$ cat src/rtl/axis_latency_acc.sv
// Running sum and maximum of per-packet latency; only built with AXIS_CHECKER_LATENCY_EN.
module axis_latency_acc #(
    parameter int LAT_W = 32
) (
    input  logic             clk_i,
    input  logic             rst_i,
    input  logic             en_i,
    input  logic [LAT_W-1:0] lat_i,
    output logic [63:0]      sum_o,
    output logic [LAT_W-1:0] max_o
);

    logic [63:0]      sum_q, sum_d;
    logic [LAT_W-1:0] max_q, max_d;

    always_comb begin
        sum_d = sum_q;
        max_d = max_q;
        if (en_i) begin
            sum_d = sum_q + 64'(lat_i);
            if (lat_i > max_q) max_d = lat_i;
        end
    end

    always_ff @(posedge clk_i) begin
        if (rst_i) begin
            sum_q <= '0;
            max_q <= '0;
        end else begin
            sum_q <= sum_d;
            max_q <= max_d;
        end
    end

    assign sum_o = sum_q;
    assign max_o = max_q;

endmodule

$ cat config.mk
export PLATFORM = sky130hd
export DESIGN_NAME = axis_latency_acc
export DESIGN_NICKNAME = d
export VERILOG_FILES = /design/src/rtl/axis_latency_acc.sv
export SDC_FILE = /design/constraint.sdc
export NUM_CORES = 1
export LEC_CHECK = 0
export CAP_MARGIN = 25
export CORE_UTILIZATION = 48
export DETAILED_ROUTE_END_ITERATION = 16
export PLACE_DENSITY = 0.78
export SETUP_SLACK_MARGIN = 0.05
export SLEW_MARGIN = 20
export SYNTH_ARGS = -nofsm -noshare
export SYNTH_HDL_FRONTEND = slang
export SYNTH_SLANG_ARGS = --single-unit
$ cat constraint.sdc
create_clock -name clk_i -period 3.5 [get_ports clk_i]
set_clock_uncertainty 0.1 [all_clocks]
set_input_delay 0.7 -clock clk_i [delete_from_list [all_inputs] [get_ports clk_i]]
set_output_delay 0.7 -clock clk_i [all_outputs]
set_load 0.05 [all_outputs]
Word level (Yosys, flattened, before mapping)
Cells that the tools add are included.

Register bits: 96. Latch bits: 0. RAM bits: 0. Bits in read-only memories: 0. Input port bits: 35. Output and inout port bits: 96. Word-level logic and storage cells: 5. Memories: 0.

$add $sub $neg: 1. $mul: 0. Divide/modulo/power cells: 0. Magnitude comparators: 1. Eq/ne operators: 0. Shift operators: 0. Muxes and demuxes: 0. Bitwise gates (word level): 0. Reduce and logical (&&, ||, !) cells: 1.

Operators by type and width (count): $add A64 B32 Y64 (1); $gt A32 B32 Y1 (1); $reduce_and A2 Y1 (1).

Longest topological paths before layout
Depth in word-level cells: 2. Mapped depth: 11. Mapped depth without buffers: 10.

Least setup slack after synthesis
Ideal clock, no wire load.

Path type: in2reg. Start: input lat_i[0]. End: register sum_q[24] (netlist: sum_o[24]). Library setup time: 122 ps. Data arrival time: 3109 ps. Data required time: 3278 ps. Slack: 169 ps. Stages on the path: 10. Path buffers: 0. Cells stage by stage: ha_1 -> fa_1 -> a21o_1 -> a221o_1 -> a21oi_2 -> nor2_1 -> a2111oi_2 -> o21ai_1 -> nor4b_1 -> a311o_1.

Cells in the longest elaborated chain, start to end: 1.

RTL lines: start, declared (RTL line 8) `input logic [LAT_W-1:0] lat_i,`; $add A64 B32 Y64 (RTL line 20) `sum_d = sum_q + 64'(lat_i);`; end signal, assigned (RTL line 30) `sum_q <= sum_d;`; end, declared (RTL line 13) `logic [63:0] sum_q, sum_d;`.

No other way between the ends. A chain may end at the register's enable or synchronous reset.

Final worst setup path
Start: input lat_i[20]. End: register sum_q[31] (netlist: sum_o[31]).

Same word-level chain as after synthesis.

==> summary.md <==
| Metric | Value |
|---|---|
| Synthesized cell area | `6580 um^2` |
| Pwr/cell area | `468 nW/um^2` |
| Post-synth EDFFs | `0` |
| Ratio of cells with drive above 1 in the final layout | `18.7%` |
| Critical Path Start Type | `input port` |
| Worst Tran Pin Value | `roughly 0.91 ns` |
| Ant diodes | `0` |
| Critical path peak fanout | `5` |
| CTS tree | `built` |
| Drt pass-1 iters | `5` |
| TritonCTS buffer count | `9` |
| Final Critical Period | `3.36 ns` |
| Fraction of the cycle the final worst path needs | `96.1%` |
| Crit-path slowest cell | `clkdlybuf4s50_1` |
| Syn Nets | `889` |
| Netlist cell types | `65` |
| Die area | `14200 um^2` |
| I/O pins | `131` |
| First-pass GRT wire length | `30700 um` |
| Clk sinks | `96` |
| Initial core utilization | `49.5%` |
| WP data arrival | `3.51 ns` |
| Register bit count reported by yosys | `96` |
| GPL Wtd Cong | `between 0.8 and 0.9` |
| Syn avg cell area | `8.34 um^2` |
| Maximum VDD drop | `281 uV` |
| Rows | `42` |
| Power share of the combinational group | `45.4%` |
| Antenna violations before repair | `0` |
| Synthesized instance count | `about 790` |
| Clock share of power | `25.4%` |
| Max stage delay on crit path | `0.51 ns` |
| Root Buffer | `clkbuf_16` |
| CP required | `3.65 ns` |
| Post-detail-place hpwl | `13900 um` |
| Max Freq | `0.297 GHz` |
| Clock buffer depth | `2` |
| Synth Flop Type | `dfxtp_1` |
| Vias per inst | `5.71` |
| GRT overflow | `0` |
| Final Hold Fails | `0` |
| Nature of the critical path endpoint | `flip-flop` |
| Psw | `1.67 mW` |
| Largest net degree at the start of global routing | `50` |
| Switching part of the total | `around two fifths` |
| Clock latency on the worst-skew pair | `0.37 ns` |
| Die Y | `119 um` |
| GRT Util Overall | `between 20% and 30%` |
| Core Region | `13300 um^2` |
| Async S/R FF share, synth | `0%` |
| Via count | `6752` |
| I/O Buffers | `130` |
| Hold_ws | `0.393 ns` |
| Post-synthesis sequential area ratio | `29.2%` |
| Width of the chip | `roughly 120 um` |
| Final routed DRC violation total | `0` |
| Vias in the first global route | `6302` |
| Pleak | `3.96 nW` |
| Final wirelength | `19100 um` |
| Internal | `roughly 2.7 mW` |
| Max-cap violation count | `0` |
| Slew HR | `38.9%` |
| Number of DRC violations after detailed-routing iteration 0 | `~460` |
| Final nets | `around 1100` |
| Synthesis Warnings | `0` |
| Drt wl/cell | `16.1 um` |
| Outcome | `completed` |
| Setup violations, final | `0` |
| Final ANT Viol Nets | `0` |
| Worst hold-check path type | `flip-flop to flip-flop` |
| Reg clk slew, reported paths | `0.08 ns` |
| H-tree depth | `3` |
| Post-layout util | `70.3%` |
| Commonest non-fill, non-tap cell in the layout | `clkdlybuf4s50_1` |
| CP most frequent cell | `buf_4` |
| Commonest non-fill, non-tap cells in the layout | `clkdlybuf4s50_1 (120), buf_4 (109), nor2_1 (107)` |
| CTS Hold Buffers Added | `0` |
| Layout area overhead | `41.9%` |
| Max-slew violation count | `0` |
| Share of power burned in registers | `around 29%` |
| CP Class | `input port to flip-flop` |
| CP Cell Sequence | `clkdlybuf4s50_1 > ha_2 > a21oi_1 > o21ai_0 > o21bai_1 > a221oi_2 > buf_4 > o41ai_4 > buf_4 > a21oi_1 > buf_4 > nor4_1 > a311o_1` |
-- area by class of cell --
cell class	count	area, um^2
Clock buffer	9	225
Clock inverter	7	104
Fill cell	1016	3960
Inverter	44	165
Multi-Input combinational cell	610	4550
Sequential cell	96	1920
Tap cell	176	220
Timing Repair Buffer	240	2160
-- Yosys cell counts, drive strengths merged, types with 2 or more instances --
| library cell | n | area share [%] |
|---|---|---|
| xnor2 | 18 | 2.4 |
| nand2b | 3 | 0.29 |
| and3 | 7 | 0.74 |
| o21ai | 27 | 2.1 |
| buf | 13 | 1.0 |
| o31ai | 5 | 0.65 |
| xor2 | 11 | 1.5 |
| or2 | 5 | 0.48 |
| a311o | 2 | 0.30 |
| mux2i | 51 | 7.8 |
| nor3 | 10 | 0.76 |
| a211oi | 6 | 0.76 |
| and4 | 4 | 0.53 |
| a21oi | 55 | 4.3 |
| a31oi | 4 | 0.61 |
| nand2 | 49 | 2.8 |
| ha | 64 | 12 |
| clkbuf | 26 | 1.5 |
| nor2b | 15 | 1.4 |
| o21a | 4 | 0.46 |
| o22ai | 2 | 0.19 |
| nor4b | 3 | 0.40 |
| o311ai | 6 | 0.80 |
| a221oi | 4 | 0.72 |
| a21o | 26 | 3.0 |
| o221a | 2 | 0.34 |
| o21bai | 5 | 0.57 |
| o211ai | 7 | 0.87 |
| mux2 | 13 | 2.2 |
| nor3b | 4 | 0.46 |
| nand3 | 21 | 1.6 |
| and2 | 2 | 0.19 |
| a211o | 3 | 0.40 |
| inv | 44 | 2.5 |
| nor2 | 108 | 6.2 |
| nand4 | 28 | 2.7 |
| o41ai | 5 | 0.95 |
| nor4 | 8 | 0.76 |
| or4 | 10 | 1.1 |
| nand4b | 2 | 0.36 |
| dfxtp | 96 | 29 |
-- power by group through the flow --
stage / Sequential [mW] / Combinational [mW] / Clock, mW
3_5_place_dp: 1.29 / 1.87 / 0
3_3_place_gp: 1.29 / 1.85 / 0
6_report: 1.28 / 1.98 / 1.11
4_1_cts: 1.27 / 1.93 / 1.13
5_1_grt: 1.29 / 2.13 / 1.17
2_1_floorplan: 1.60 / 0.859 / 0
-- path summary, 6_finish.rpt --
path | startpoint | endpoint | slack (ns) | cells after the start
hold reg to reg | sum_o[9]$_SDFFE_PP0P_ | sum_o[9]$_SDFFE_PP0P_ | 0.39 | 2
setup / recovery | lat_i[20] | sum_o[31]$_SDFFE_PP0P_ | 0.14 | 13
hold / removal | sum_o[9]$_SDFFE_PP0P_ | sum_o[9]$_SDFFE_PP0P_ | 0.39 | 2
setup reg to reg | sum_o[4]$_SDFFE_PP0P_ | sum_o[59]$_SDFFE_PP0P_ | 0.43 | 11
-- worst max-delay path: cells and delay by family --
kind	cells	cell delay [ns]
AOI/OAI and AO/OA	7	1.45
and+or+nand+nor	1	0.04
adders and majority gates	1	0.33
buffers and inverters	4	0.99
-- per-stage QoR --
| step | area, um^2 | total power [mW] | std cells | setup TNS (ns) | setup slack, ns |
|---|---|---|---|---|---|
| 3_3_place_gp | 8740 | 3.14 | 1161 | -8.29 | -0.399 |
| 5_1_grt | 9340 | 4.59 | 1182 | -0.00308 | -0.00308 |
| 2_1_floorplan | 6580 | 2.45 | 789 | 0 | 0.169 |
| 3_5_place_dp | 8740 | 3.16 | 1161 | -10.37 | -0.438 |
| 4_1_cts | 9200 | 4.33 | 1180 | 0 | 0.0412 |
| 6_report | 9340 | 4.37 | 1182 | 0 | 0.138 |
-- state kept, by name, summed over array words and instances, names as in the netlist --
signal / flops
sum_o: 64
max_o: 32
-- per-layer routing --
metal | vias up | global-route usage (%) | part of all wire (%)
met5 | - | 0 | 0
met4 | 0 | 14.3 | 3.2
met3 | 40 | 4.31 | 6.3
met2 | 249 | 43.5 | 47
met1 | 3175 | 34.6 | 44
li1 | 3288 | - | -
-- logic make-up (layout without fill, tap and decap cells) --
kind of cell | after synthesis | in the layout | synth area share, %
compound gates | 172 | 172 | 18.6
xor+xnor | 29 | 29 | 3.86
fa+ha+maj | 65 | 65 | 12.5
buf+inv | 83 | 300 | 5.02
flops | 96 | 96 | 29.2
mux | 64 | 64 | 9.98
simple gates | 280 | 280 | 20.8
-- what timing repair did --
item / in CTS / in global routing
pin swaps: 10 / 14
buffers inserted: 3 / 2
gates resized for setup: 12 / 28
endpoints found under the setup margin: 15 / 24
Note: power is estimated with default switching activity, not from simulation.
